[config.mk]
export PLATFORM = sky130hd
export DESIGN_NAME = qspi_boot_ctrl
export DESIGN_NICKNAME = d
export VERILOG_FILES = /design/src/rtl/qspi_boot_ctrl.sv
export SDC_FILE = /design/constraint.sdc
export NUM_CORES = 1
export LEC_CHECK = 0
export ABC_AREA = 0
export CAP_MARGIN = 20
export CORE_AREA = 2 2 187 134
export DETAILED_ROUTE_END_ITERATION = 8
export DIE_AREA = 0 0 189 136
export GPL_TIMING_DRIVEN = 0
export PLACE_DENSITY = 0.5
export SYNTH_ARGS = -nofsm -noshare
export SYNTH_HDL_FRONTEND = slang
export SYNTH_SLANG_ARGS = --single-unit
[constraint.sdc]
create_clock -name clk -period 2.2 [get_ports clk]
set_input_delay 0.33 -clock clk [delete_from_list [all_inputs] [get_ports clk]]
set_output_delay 0.33 -clock clk [all_outputs]
set_load 0.1 [all_outputs]
[src/rtl/qspi_boot_ctrl.sv]
// qspi_boot_ctrl: copies a boot image out of SPI flash (READ 0x03, mode 0)
// into instruction RAM one 32-bit word at a time, then raises fetch_enable.
module qspi_boot_ctrl #(
    parameter int unsigned CLK_DIV         = 2,
    parameter logic [23:0] FLASH_BASE_ADDR = 24'h000000,
    parameter int unsigned BOOT_WORDS      = 1024,
    parameter logic [31:0] MEM_BASE        = 32'h0000_0000
) (
    input  logic        clk,
    input  logic        rst,
    input  logic        start_i,
    output logic        qspi_clk_o,
    output logic        qspi_csn_o,
    output logic        qspi_sdo_o,
    input  logic        qspi_sdi_i,
    output logic        qspi_wpn_o,
    output logic        qspi_holdn_o,
    output logic        mem_req_o,
    input  logic        mem_gnt_i,
    output logic [31:0] mem_addr_o,
    output logic [31:0] mem_wdata_o,
    output logic        mem_we_o,
    output logic [3:0]  mem_be_o,
    output logic        busy_o,
    output logic        done_o,
    output logic        fetch_enable_o
);

    typedef enum logic [2:0] {
        IDLE, CS_SETUP, CMD, ADDR, DATA, WRITE, CS_HOLD, DONE
    } state_t;

    localparam logic [7:0]  DIV_LAST  = 8'(CLK_DIV - 1);
    localparam logic [16:0] LAST_WORD = 17'(BOOT_WORDS - 1);
    localparam logic [31:0] READ_HDR  = {8'h03, FLASH_BASE_ADDR};

    state_t      state, state_next;
    logic [7:0]  div_cnt;
    logic [4:0]  bit_cnt;
    logic [16:0] word_cnt;
    logic [31:0] tx_sr, rx_sr;
    logic        shifting, timed, div_end, sck_rise, sck_fall, seg_end, last_word;

    assign qspi_wpn_o     = 1'b1;
    assign qspi_holdn_o   = 1'b1;
    assign mem_we_o       = mem_req_o;
    assign mem_be_o       = 4'hF;
    assign fetch_enable_o = done_o;

    always_comb begin
        shifting   = (state == CMD) || (state == ADDR) || (state == DATA);
        timed      = shifting || (state == CS_SETUP) || (state == CS_HOLD);
        div_end    = (div_cnt == DIV_LAST);
        sck_rise   = shifting && div_end && !qspi_clk_o;
        sck_fall   = shifting && div_end && qspi_clk_o;
        seg_end    = ((state == CMD)  && (bit_cnt == 5'd7))  ||
                     ((state == ADDR) && (bit_cnt == 5'd23)) ||
                     ((state == DATA) && (bit_cnt == 5'd31));
        last_word  = (word_cnt == LAST_WORD);
        state_next = state;
        case (state)
            IDLE:     if (start_i) state_next = (BOOT_WORDS == 0) ? DONE : CS_SETUP;
            CS_SETUP: if (div_end) state_next = CMD;
            CMD:      if (sck_fall && seg_end) state_next = ADDR;
            ADDR:     if (sck_fall && seg_end) state_next = DATA;
            DATA:     if (sck_fall && seg_end) state_next = WRITE;
            WRITE:    if (mem_gnt_i) state_next = last_word ? CS_HOLD : DATA;
            CS_HOLD:  if (div_end) state_next = DONE;
            default:  state_next = state;
        endcase
    end

    always_ff @(posedge clk) begin
        if (rst) state <= IDLE;
        else     state <= state_next;
    end

    always_ff @(posedge clk) begin
        if (rst) begin
            qspi_csn_o  <= 1'b1;
            qspi_clk_o  <= 1'b0;
            qspi_sdo_o  <= 1'b0;
            mem_req_o   <= 1'b0;
            mem_addr_o  <= '0;
            mem_wdata_o <= '0;
            busy_o      <= 1'b0;
            done_o      <= 1'b0;
            div_cnt     <= '0;
            bit_cnt     <= '0;
            word_cnt    <= '0;
            tx_sr       <= '0;
            rx_sr       <= '0;
        end else begin
            div_cnt <= (timed && !div_end) ? div_cnt + 8'd1 : '0;
            case (state)
                IDLE: if (start_i) begin
                    busy_o     <= (BOOT_WORDS != 0);
                    qspi_csn_o <= (BOOT_WORDS == 0);
                    mem_addr_o <= MEM_BASE;
                    tx_sr      <= READ_HDR;
                    word_cnt   <= '0;
                end
                CS_SETUP: if (div_end) begin
                    qspi_sdo_o <= tx_sr[31];
                    tx_sr      <= {tx_sr[30:0], 1'b0};
                    bit_cnt    <= '0;
                end
                CMD, ADDR, DATA: begin
                    // rx_sr also fills during CMD/ADDR; DATA overwrites all 32 bits.
                    if (sck_rise) begin
                        qspi_clk_o <= 1'b1;
                        rx_sr      <= {rx_sr[30:0], qspi_sdi_i};
                    end
                    if (sck_fall) begin
                        qspi_clk_o <= 1'b0;
                        bit_cnt    <= seg_end ? '0 : bit_cnt + 5'd1;
                        if ((state == DATA) || ((state == ADDR) && seg_end)) begin
                            qspi_sdo_o <= 1'b0;
                        end else begin
                            qspi_sdo_o <= tx_sr[31];
                            tx_sr      <= {tx_sr[30:0], 1'b0};
                        end
                        if ((state == DATA) && seg_end) begin
                            mem_req_o   <= 1'b1;
                            mem_wdata_o <= {rx_sr[7:0], rx_sr[15:8], rx_sr[23:16], rx_sr[31:24]};
                        end
                    end
                end
                WRITE: if (mem_gnt_i) begin
                    mem_req_o  <= 1'b0;
                    mem_addr_o <= mem_addr_o + 32'd4;
                    word_cnt   <= word_cnt + 17'd1;
                    if (last_word) qspi_csn_o <= 1'b1;
                end
                DONE: begin
                    busy_o <= 1'b0;
                    done_o <= 1'b1;
                end
                default: ;
            endcase
        end
    end

endmodule
==> results.md <==
* Slew headroom at between 30% and 40%
* Clk sinks at about 140
* Critical Path Source Type: register
* Simple-gate portion of the synthesized area at between 20% and 30%
* Hold Vio Cnt, Final at 0
* Routed wire length at 15300 um
* Number of global-route vias before repair at 4723
* Largest net degree at the start of global routing at 17
* Share of cells above drive strength 1 at between 10% and 20%
* Worst Clk Skew at between 0.01 and 0.015 ns
* Total congestion overflow at 0
* Flop2flop setup slack at -0.08 ns
* Crit path from: bit_cnt[1]$_SDFFE_PP0P_
* First-pass GRT wire length at between 20000 and 25000 um
* FP Rows at between 40 and 50
* Mapped cell area at 5900 um2
* Final instance area at about 7800 um2
* Max Freq at roughly 0.44 GHz
* Die X at 189 um
* CP endpoint kind: register
* EDFF count, synth at 0
* Worst-path clk slew at around 0.070 ns
* Largest family of logic cells by synthesized area: simple AND/OR/NAND/NOR gates
* RSZ-0062 raised after global routing: yes
* Most common cell in the netlist: nand2_1
* Post-synth top cells: 158 x nand2_1, 141 x dfxtp_1, 84 x a21oi_1
* Critical path type: reg2reg
* Vias per cell at about 4.4
* Post-route ant nets at 0
* CTS max path bufs at 2
* Placement Cell Area at 7110 um2
* HPWL after DPL at between 10000 and 15000 um
* Maxcap violations at 0
* Async set or reset register ratio after synthesis at 0%
* CP Data Arrival Time at 2.63 ns
* Worst-Margin Slew at approximately 1.0 ns
* Clk Tree Root Cell: clkbuf_16
* Clk_lat worst skew at between 0.4 and 0.5 ns
* Initial core utilization at 24.5%
* CP Max Fanout at 4
* Avg Cell Area, Syn at 8.23 um2
* Die area at about 26000 um2
* # fillers at around 2600
* Initial antenna violation count at 0
* Failing checks: setup timing
* Via count at between 5000 and 6000
* Die Height at ~140 um
* Worst r2r src: bit_cnt[1]$_SDFFE_PP0P_
* Adder-cell area share of the yosys netlist at 1.27%
* Fin cells at around 1200
* RD Place Congestion at a little under 0.8
* Total GRT Usage at 12.3%
* Mux cell area share after synthesis at less than 1%
* Unique cell type count in the Yosys netlist at a little under 60
* Number of synthesis warnings at 0
* # H-tree levels at 4
* Synth area leaders: dfxtp_1 48%, nand2_1 10%, a21oi_1 7.1%
* Lkg Pwr at 2.98 nW
* Total core area at about 24000 um2
* Worst ir drop on vdd at roughly 0.00054 V
* Post-layout min period at 2.28 ns
* Final count of negative-setup-slack endpoints at 2
* Mapped Cells at about 720
* Share of Yosys cell area claimed by the top area cell type at around 48%
* CP required at around 2.6 ns
* Status: complete, but fails checks
* Diode count at 0
* Worst hold start: mem_wdata_o[14]$_SDFFE_PP0P_
* Crit share post-route at 104%
* Post-Synth XOR/XNOR Area at around 5.9%
* TritonCTS Buffers at 17
* Hold WC Path Type: reg2reg
* Max-slew violations at 0
* CTS tree: built
* Fraction of the mapped netlist area in compound gates at roughly an eighth
* Port bufs at 74
* Iter 0 DRT Violations at between 300 and 400
* Ys flop type: dfxtp_1
* Placed insts at approximately 1100
* DRC errors left at 0
* Synth Register Bits at between 100 and 150
* Pwr/cell area at 851 nW/um2
* Num ports at 83
* Post-synthesis sequential area ratio at 47.8%
* DRT Pass-1 Iters at 4
* Area grow syn2layout at 32.9%
* Dominant cell type by area after synthesis: dfxtp_1
* Nets at between 800 and 900
* Setup WS post-layout at -0.0798 ns
* Drt wl/cell at about 13 um
==> sequential cells by signal, indices dropped and copies added, names as in the netlist, 3 cells and up <==
signal / count
mem_wdata_o: 32
bit_cnt: 5
rx_sr: 32
div_cnt: 8
mem_addr_o: 30
tx_sr: 8
word_cnt: 17
state: 3
==> critical path, cell delays in order, from the launching register on <==
cell	delay, ns
dfxtp_2	0.34
ha_4	0.16
and3_4	0.18
ha_4	0.15
or4b_1	0.46
o31a_1	0.16
a21bo_2	0.26
or3b_1	0.37
a31oi_1	0.12
==> cells in the final DEF, fill, tap and decap left out, types with 5 or more instances in the layout <==
cell / Yosys / final
and4_1: 5 / 5
clkbuf_16: 0 / 17
nand3_1: 19 / 19
nand2_1: 158 / 157
and3_1: 7 / 6
xor2_1: 12 / 12
o21ai_0: 13 / 13
or3_1: 12 / 12
nor4_1: 8 / 6
nand2b_1: 6 / 6
nor3_1: 16 / 15
a21oi_1: 84 / 84
o22ai_1: 6 / 6
inv_6: 0 / 6
nand4_1: 10 / 10
xnor2_1: 28 / 28
inv_1: 15 / 15
dlygate4sd2_1: 0 / 69
conb_1: 2 / 8
dfxtp_2: 0 / 28
nor2_1: 63 / 63
dfxtp_1: 141 / 113
clkbuf_2: 0 / 10
buf_2: 11 / 10
clkbuf_1: 28 / 18
buf_4: 10 / 26
==> logic make-up (layout without fill, tap and decap cells) <==
kind of cell,Yosys count,in the layout
flops,141,141
xor+xnor,40,40
other cells,2,8
buf+inv,65,188
compound gates,132,132
fa+ha+maj,6,6
mux,2,2
simple gates,329,329
==> area by class of cell <==
cell class | count | area (um2) | share of cell area, %
Buffer | 50 | 260 | 3.32
Clock buffer | 18 | 439 | 5.60
Clock inverter | 14 | 169 | 2.15
Inverter | 15 | 56.3 | 0.717
Multi-Input combinational cell | 517 | 2880 | 36.7
Sequential cell | 141 | 2860 | 36.4
Tap cell | 325 | 407 | 5.18
Timing Repair Buffer | 91 | 779 | 9.93
==> worst paths after layout <==
kind,endpoint,cells after the start
setup / recovery,bit_cnt[2]$_SDFFE_PP0P_,8
setup reg to reg,bit_cnt[2]$_SDFFE_PP0P_,8
hold / removal,mem_wdata_o[14]$_SDFFE_PP0P_,2
hold reg to reg,mem_wdata_o[14]$_SDFFE_PP0P_,2
==> per-layer routing <==
layer | GRT usage [%] | up-vias | part of all wire (%)
li1 | - | 2667 | -
met1 | 18.2 | 2366 | 55
met2 | 16.4 | 115 | 39
met3 | 3.18 | 15 | 4.7
met4 | 4.99 | 0 | 1.4
met5 | 0 | - | 0
==> stage by stage <==
stage / setup slack (ns) / power (mW) / hold WS, ns / setup TNS [ns] / utilization (%)
floorplan: -0.000196 / 3.39 / 0.432 / -0.000196 / -
global placement: -0.403 / 3.62 / 0.444 / -23.74 / 29.5
detailed placement: -0.448 / 3.62 / 0.444 / -23.60 / 29.5
CTS: -0.0748 / 6.71 / 0.437 / -0.0867 / 32.2
global route: -0.130 / 6.98 / 0.437 / -0.239 / 32.6
finish: -0.0798 / 6.68 / 0.451 / -0.0971 / 32.6
==> report_power, final <==
group          total (mW)  switching, mW  internal, mW
Sequential           2.66         0.0456          2.61
Clock                2.99           1.24          1.75
Combinational        1.03          0.707         0.326
Total                6.68           1.99          4.69
==> what timing repair did <==
action,in CTS,in global routing
pin swaps,6,6
hold buffers,0,0
setup buffers,10,6
hold endpoints to repair,0,0
setup endpoints to repair,174,87
gates resized for setup,80,24
No activity file was read; power rests on OpenSTA's default activity.
